[src/rtl/rgb_pwm_fader.sv]
// Smooths on/off colour flags into linearly ramped PWM levels driving active-low RGB pins.
// Optional GAMMA_EN: squares the level before the duty compare, adding one register stage.
module rgb_pwm_fader #(
  parameter int PWM_BITS    = 8,
  parameter int STEP_CYCLES = 23529,
  parameter int STEP_SIZE   = 1
) (
  input  logic clk,
  input  logic rst,
  input  logic red,
  input  logic green,
  input  logic blue,
  output logic led_r_n,
  output logic led_g_n,
  output logic led_b_n,
  output logic settled
);

  localparam int PRE_W = (STEP_CYCLES > 1) ? $clog2(STEP_CYCLES) : 1;
  localparam logic [PWM_BITS-1:0] MAX      = {PWM_BITS{1'b1}};
  localparam logic [PWM_BITS:0]   STEP     = (PWM_BITS+1)'(STEP_SIZE);
  localparam logic [PRE_W-1:0]    PRE_LAST = PRE_W'(STEP_CYCLES - 1);

  typedef enum logic [1:0] {OFF, RAMP_UP, ON, RAMP_DOWN} ch_state_t;

  // Sums/differences are formed one bit wider so an oversized step clamps instead of wrapping.
  function automatic logic [PWM_BITS-1:0] sat_up(input logic [PWM_BITS-1:0] lv);
    logic [PWM_BITS:0] sum;
    sum = {1'b0, lv} + STEP;
    return (sum >= {1'b0, MAX}) ? MAX : sum[PWM_BITS-1:0];
  endfunction

  function automatic logic [PWM_BITS-1:0] sat_down(input logic [PWM_BITS-1:0] lv);
    logic [PWM_BITS:0] diff;
    diff = {1'b0, lv} - STEP;
    return ({1'b0, lv} <= STEP) ? '0 : diff[PWM_BITS-1:0];
  endfunction

`ifdef GAMMA_EN
  function automatic logic [PWM_BITS-1:0] gamma(input logic [PWM_BITS-1:0] lv);
    logic [2*PWM_BITS-1:0] sq;
    sq = {{PWM_BITS{1'b0}}, lv} * {{PWM_BITS{1'b0}}, lv};
    return (lv == MAX) ? MAX : sq[2*PWM_BITS-1:PWM_BITS];
  endfunction
`endif

  logic [2:0]          flag_p0;
  logic [PRE_W-1:0]    prescaler;
  logic [PWM_BITS-1:0] pwm_cnt;
  logic [PWM_BITS-1:0] level [3];
  ch_state_t           state [3];
  logic [PWM_BITS-1:0] lv_up [3];
  logic [PWM_BITS-1:0] lv_dn [3];
  logic [PWM_BITS-1:0] duty  [3];
  logic [2:0]          on;
  logic                all_settled;
  logic                step_tick;

  assign step_tick = (prescaler == PRE_LAST);

  always_comb begin
    all_settled = 1'b1;
    for (int c = 0; c < 3; c++) begin
      lv_up[c] = sat_up(level[c]);
      lv_dn[c] = sat_down(level[c]);
      if (!((state[c] == OFF || state[c] == ON) &&
            (level[c] == (flag_p0[c] ? MAX : '0))))
        all_settled = 1'b0;
    end
  end

  // Stage p0: input sampling, timebase, per-channel ramp state machines
  always_ff @(posedge clk) begin
    if (rst) begin
      flag_p0   <= '0;
      prescaler <= '0;
      pwm_cnt   <= '0;
      for (int c = 0; c < 3; c++) begin
        level[c] <= '0;
        state[c] <= OFF;
      end
    end else begin
      flag_p0   <= {blue, green, red};
      prescaler <= step_tick ? '0 : prescaler + PRE_W'(1);
      pwm_cnt   <= pwm_cnt + PWM_BITS'(1);
      if (step_tick) begin
        for (int c = 0; c < 3; c++) begin
          case (state[c])
            OFF: begin
              if (flag_p0[c]) begin
                level[c] <= lv_up[c];
                state[c] <= (lv_up[c] == MAX) ? ON : RAMP_UP;
              end
            end
            ON: begin
              if (!flag_p0[c]) begin
                level[c] <= lv_dn[c];
                state[c] <= (lv_dn[c] == '0) ? OFF : RAMP_DOWN;
              end
            end
            RAMP_UP, RAMP_DOWN: begin
              if (flag_p0[c]) begin
                level[c] <= lv_up[c];
                state[c] <= (lv_up[c] == MAX) ? ON : RAMP_UP;
              end else begin
                level[c] <= lv_dn[c];
                state[c] <= (lv_dn[c] == '0) ? OFF : RAMP_DOWN;
              end
            end
            default: state[c] <= OFF;
          endcase
        end
      end
    end
  end

`ifdef GAMMA_EN
  logic [PWM_BITS-1:0] gl_p1 [3];

  // Stage p1: gamma-corrected duty level
  always_ff @(posedge clk) begin
    if (rst) begin
      for (int c = 0; c < 3; c++) gl_p1[c] <= '0;
    end else begin
      for (int c = 0; c < 3; c++) gl_p1[c] <= gamma(level[c]);
    end
  end

  always_comb begin
    for (int c = 0; c < 3; c++) duty[c] = gl_p1[c];
  end
`else
  always_comb begin
    for (int c = 0; c < 3; c++) duty[c] = level[c];
  end
`endif

  // Full level bypasses the compare so MAX means 100% on rather than MAX/(MAX+1).
  always_comb begin
    for (int c = 0; c < 3; c++)
      on[c] = (duty[c] == MAX) || (pwm_cnt < duty[c]);
  end

  // Output stage: registered pin drive and settled flag
  always_ff @(posedge clk) begin
    if (rst) begin
      led_r_n <= 1'b1;
      led_g_n <= 1'b1;
      led_b_n <= 1'b1;
      settled <= 1'b0;
    end else begin
      led_r_n <= ~on[0];
      led_g_n <= ~on[1];
      led_b_n <= ~on[2];
      settled <= all_settled;
    end
  end

endmodule

[config.mk]
export PLATFORM = sky130hd
export DESIGN_NAME = rgb_pwm_fader
export DESIGN_NICKNAME = d
export VERILOG_FILES = /design/src/rtl/rgb_pwm_fader.sv
export SDC_FILE = /design/constraint.sdc
export NUM_CORES = 1
export LEC_CHECK = 0
export CORE_ASPECT_RATIO = 1.2
export CORE_MARGIN = 2
export CORE_UTILIZATION = 40
export CTS_CLUSTER_DIAMETER = 200
export DETAILED_ROUTE_END_ITERATION = 8
export PLACE_DENSITY_LB_ADDON = 0.3
export SLEW_MARGIN = 20
export SYNTH_ARGS = -nofsm -noshare
export SYNTH_HDL_FRONTEND = slang
export SYNTH_SLANG_ARGS = --single-unit
[constraint.sdc]
create_clock -name clk -period 3.5 [get_ports clk]
set_clock_uncertainty 0.2 [all_clocks]
set_input_delay 0.7 -clock clk [delete_from_list [all_inputs] [get_ports clk]]
set_output_delay 0.7 -clock clk [all_outputs]
set_load 0.01 [all_outputs]
=== After elaboration in Yosys (flattened, before gate mapping) ===
Memory sizes are Yosys's and may differ from the RTL's.
Cells that the tools add are included.

* Bits in registers: 30
* Latch bits: 0
* Memory bits (writable): 30
* ROM bits: 0
* Output and inout bits: 4
* Logic and storage cells: 190
* Memories kept: 2

* Add/subtract/negate cells: 8
* Multiply operators: 0
* Div/mod/pow operators: 0
* $lt $le $gt $ge: 9
* Equal/unequal tests: 19
* Shift operators: 0
* Multiplexer cells: 96
* Bitwise logic cells: 29
* Reduce and logical (&&, ||, !) cells: 20

{| class="wikitable"
|+ Memory list
! memory !! depth !! bits a word !! read ports !! clocked after memory_dff !! write ports !! line !! text
|-
| level || 3 || 8 || 3 || 0 || 3 || 50 || <nowiki>logic [PWM_BITS-1:0] level [3];</nowiki>
|-
| state || 3 || 2 || 3 || 0 || 3 || 51 || <nowiki>ch_state_t state [3];</nowiki>
|}

{| class="wikitable"
|+ Operator list
! cell !! number
|-
| $mux W8 || 21
|-
| $mux W1 || 57
|-
| $eq A8 B8 Y1 const B || 6
|-
| $mux W2 || 18
|-
| $add A8 B1 Y9 const B || 3
|-
| $ge A9 B8 Y1 const B || 3
|-
| $eq A8 B8 Y1 || 3
|-
| $le A8 B1 Y1 const B || 3
|-
| $logic_not A8 Y1 || 3
|-
| $lt A8 B8 Y1 || 3
|-
| $or A1 B1 Y1 || 24
|-
| $sub A8 B1 Y8 const B || 3
|-
| $add A15 B1 Y15 const B || 1
|-
| $eq A15 B15 Y1 const B || 1
|-
| $eq A2 B2 Y1 const B || 6
|-
| $add A8 B1 Y8 const B || 1
|-
| $reduce_or A2 Y1 || 4
|-
| $eq A2 B1 Y1 const B || 3
|-
| $logic_not A2 Y1 || 3
|-
| $logic_or A1 B1 Y1 || 6
|-
| $not A1 Y1 || 5
|-
| $logic_and A1 B1 Y1 || 3
|-
| $reduce_or A3 Y1 || 1
|}

=== Logic depth before layout (Yosys ltp) ===
* Depth in word-level cells: 9
* Gate-level depth with buffers: 10
* Mapped depth without buffers: 8

=== Worst setup path before layout ===
Ideal clock, no wire load.

* Path kind: flip-flop to flip-flop
* Start point: memory level[2][0]
* End point: memory level[2][7], data pin
* Library setup time: 0.256 ns
* Arrival time: 2.009 ns
* Required time: 3.044 ns
* Slack: 1.036 ns
* Cell stages (with the launch flop): 7
* Period minus slack after synthesis: 2.464 ns
* Cells stage by stage: edfxtp_1 -> or4_1 -> nor4_1 -> mux2_2 -> mux2i_1 -> nor2_1 -> a31o_2

{| class="wikitable"
|+ RTL lines
! element !! line
|-
| start: declaration || 50
|}

==> reports/qor.csv <==
metric;value;unit
reg-to-reg endpoint;level[2][7]$_DFFE_PP_;
Vias;3608;
Comb pwr share;0.090;
Synth Cell Area;4320;sq um
met2 Usage GRT;0.304;
DRC violations left;0;
Worst Path Arrival;2540;ps
clock group share of total power;0.498;
1st-pass router iterations;6;
nature of the critical path endpoint;flop;
Flop pwr share;0.412;
Worst Reg-to-Reg Cells;8;
GRT overflow;0;
layout cells sized above 1;0.0742;
Row Count;41;
CTS Hold Buffers Added;0;
Fmax;374;MHz
hold_sp;prescaler[0]$_SDFF_PP0_;
Netlist cell types;60;
post-CTS setup buffer count;0;
post-synthesis async set-or-reset flop share;0;
initial core utilization;0.410;
# port buffers;8;
CP Launch Type;input pin;
Fill cells;994;
FF+latch area;1500;sq um
critical path's top delay family;simple AND/OR/NAND/NOR gates;
EDFF count, synth;30;
worst-path cell chain;clkdlybuf4s50_1 > and2b_1 > nand2_1 > or3_1 > o31ai_1 > a21oi_1;
area of the multi-input gates;2630;sq um
critical path class;input pin to flop;
Tcrit/Tclk final;0.764;
Max VDD drop;0.284;mV
CTS Buffer Depth;2;
die height;118;microns
Sw Ratio;0.244;
diodes inserted;0;
CTS sink count;60;
Final #Nets;548;
GPL Wtd Cong;0.909;
Power Internal;0.00148;W
Net Sw Power;0.000477;W
commonest non-fill, non-tap cell in the layout;nor2_1;
cts bufs inserted;9;
Layout area overhead;13.0;%
final wirelength;10.1;mm
worst min-delay path class;flop to flop;
dpl ws;477;ps
met1 GRT Util;0.240;
Slew headroom;0.367;
first-pass GRT wire length;17.5;mm
Root Buffer;clkbuf_16;
Die X;98.8;microns
buffers and inverters on the worst path;1;
final core utilization;0.464;
RSZ-0062 raised after global routing;false;
Total Neg Setup Slack;0;ps
Worst Tran Pin Value;947;ps
DR vias/cell;5.63;
most frequent cells in the layout;70 x nor2_1, 36 x ha_1, 33 x nand3_1;
I/O pin count;9;
Core Region;10500;sq um
Max Slew Vio Count;0;
Post-synth top flop;edfxtp_1;
Post-Syn Area per Cell;8.65;sq um
Worst Hold End;prescaler[0]$_SDFF_PP0_;
setup ws final;825;ps
Resized Gates After CTS;0;
outcome;finished, final reports clean;
Leakage;1.96;nW
Hold Violations, Final;0;
post-synthesis sequential area ratio;0.348;
die area;11600;sq um
Post-DP HPWL;7.44;mm
Reg clk slew, reported paths;50;ps
Req. time, crit path;3360;ps
vias in the first global route;3578;
post-route ant nets;0;
Pwr per Cell Area;402;nW/um^2
FF+latch count, synth;60;
synth warn;0;
DRT iter0 DRCs;160;
slowest stage delay, CP;580;ps
minimum clock period;2670;ps
Synth Net Count;540;
M3 GR Usage;0.0374;
hold path cells;1;
worst skew pair latency;340;ps
Slowest-stage cell, CP;or3_1;
Synth Instances;499;
H-tree levels;3;
critical path depth;6;
gr busiest metal;met2;
worst r2r src;prescaler[0]$_SDFF_PP0_;
GRT Overall Usage;0.185;
DR WL/cell;15.8;microns
worst hold slack;275;ps
largest net degree at the start of global routing;24;
Final Setup Violations;0;
Crit Path Max Fanout;15;
R2R Setup Slk;860;ps
initial antenna violation count;0;
max_cap viols;0;
CTS tree;yes;
==> power by group through the flow <==
stage	logic [W]	clock network [W]	registers, W
CTS	0.000178	0.000995	0.000806
finish	0.000177	0.000975	0.000807
global route	0.000204	0.00102	0.000812
floorplan	0.000141	0	0.000802
global placement	0.000174	0	0.000820
detailed placement	0.000176	0	0.000821
==> stage by stage <==
step	total power (W)	area (sq um)	cells
after floorplan	0.000942	4320	499
after global placement	0.000994	4550	625
after detailed placement	0.000997	4550	625
after CTS	0.00198	4880	641
after global routing	0.00204	4880	641
final	0.00196	4880	641
==> cells by family after synthesis <==
logic type,after synthesis,synth area share
buffers and inverters,48,0.0426
flip-flops,60,0.348
multiplexers,8,0.0191
AO/OA/AOI/OAI,95,0.155
AND/OR/NAND/NOR,208,0.241
adder cells (fa/ha/maj),36,0.104
XOR/XNOR,44,0.0893
==> registers in the layout (all words and copies together) (netlist names) <==
register / cells
pwm_cnt: 8
state: 6
settled: 1
led_g_n: 1
led_r_n: 1
level: 24
led_b_n: 1
prescaler: 15
flag_p0: 3
==> synthesized netlist by cell type, types with 2 or more instances <==
master	n	area (sq um)
o22ai_1	2	12.5
a21o_1	4	30.0
clkbuf_1	17	63.8
edfxtp_1	30	901
and3_1	11	68.8
a31o_2	3	26.3
buf_2	3	15.0
nand2b_1	6	37.5
a211oi_1	2	15.0
dfxtp_1	30	601
o311a_1	2	20.0
inv_1	27	101
or4_1	4	30.0
or3_1	6	37.5
o2bb2ai_1	2	17.5
a21oi_1	20	100
nand3_1	33	165
nor2b_1	6	37.5
nand2_1	27	101
a2111oi_0	3	26.3
a311oi_1	6	52.6
a41oi_1	2	17.5
nor3_1	19	95.1
mux2i_1	6	60.1
nor2_1	70	263
mux2_2	2	22.5
a31oi_1	3	18.8
ha_1	36	450
nand4_1	8	50.1
o31ai_1	2	15.0
xor2_1	17	149
or2_2	3	18.8
xnor2_1	27	236
o21ai_0	17	85.1
o21a_1	4	30.0
and4_1	2	17.5
o21bai_1	7	52.6
a211o_1	3	26.3
nor4_1	6	37.5
==> cell type report <==
| cell class | instances | share of cell area |
|---|---|---|
| tap | 129 | 0.0331 |
| multi-input combinational | 391 | 0.539 |
| sequential | 60 | 0.308 |
| clock inverter | 4 | 0.0108 |
| inverter | 28 | 0.0215 |
| timing repair buffer | 17 | 0.0303 |
| clock buffer | 12 | 0.0572 |
==> layer usage <==
metal	part of all wire	vias up
li1	-	1828
met1	0.46	1687
met2	0.48	81
met3	0.044	12
met4	0.017	0
met5	0	-
==> worst max-delay path by stage <==
stage / start / end / slack, ps
floorplan: level[2][0]$_DFFE_PP_ / level[2][7]$_DFFE_PP_ / 1040
global placement: rst / state[0][1]$_SDFFCE_PP0P_ / 480
detailed placement: rst / state[0][0]$_SDFFCE_PP0P_ / 480
CTS: rst / state[0][1]$_SDFFCE_PP0P_ / 840
global route: prescaler[0]$_SDFF_PP0_ / level[2][2]$_DFFE_PP_ / 570
finish: rst / state[0][0]$_SDFFCE_PP0P_ / 830
Note: power is estimated with default switching activity, not from simulation.
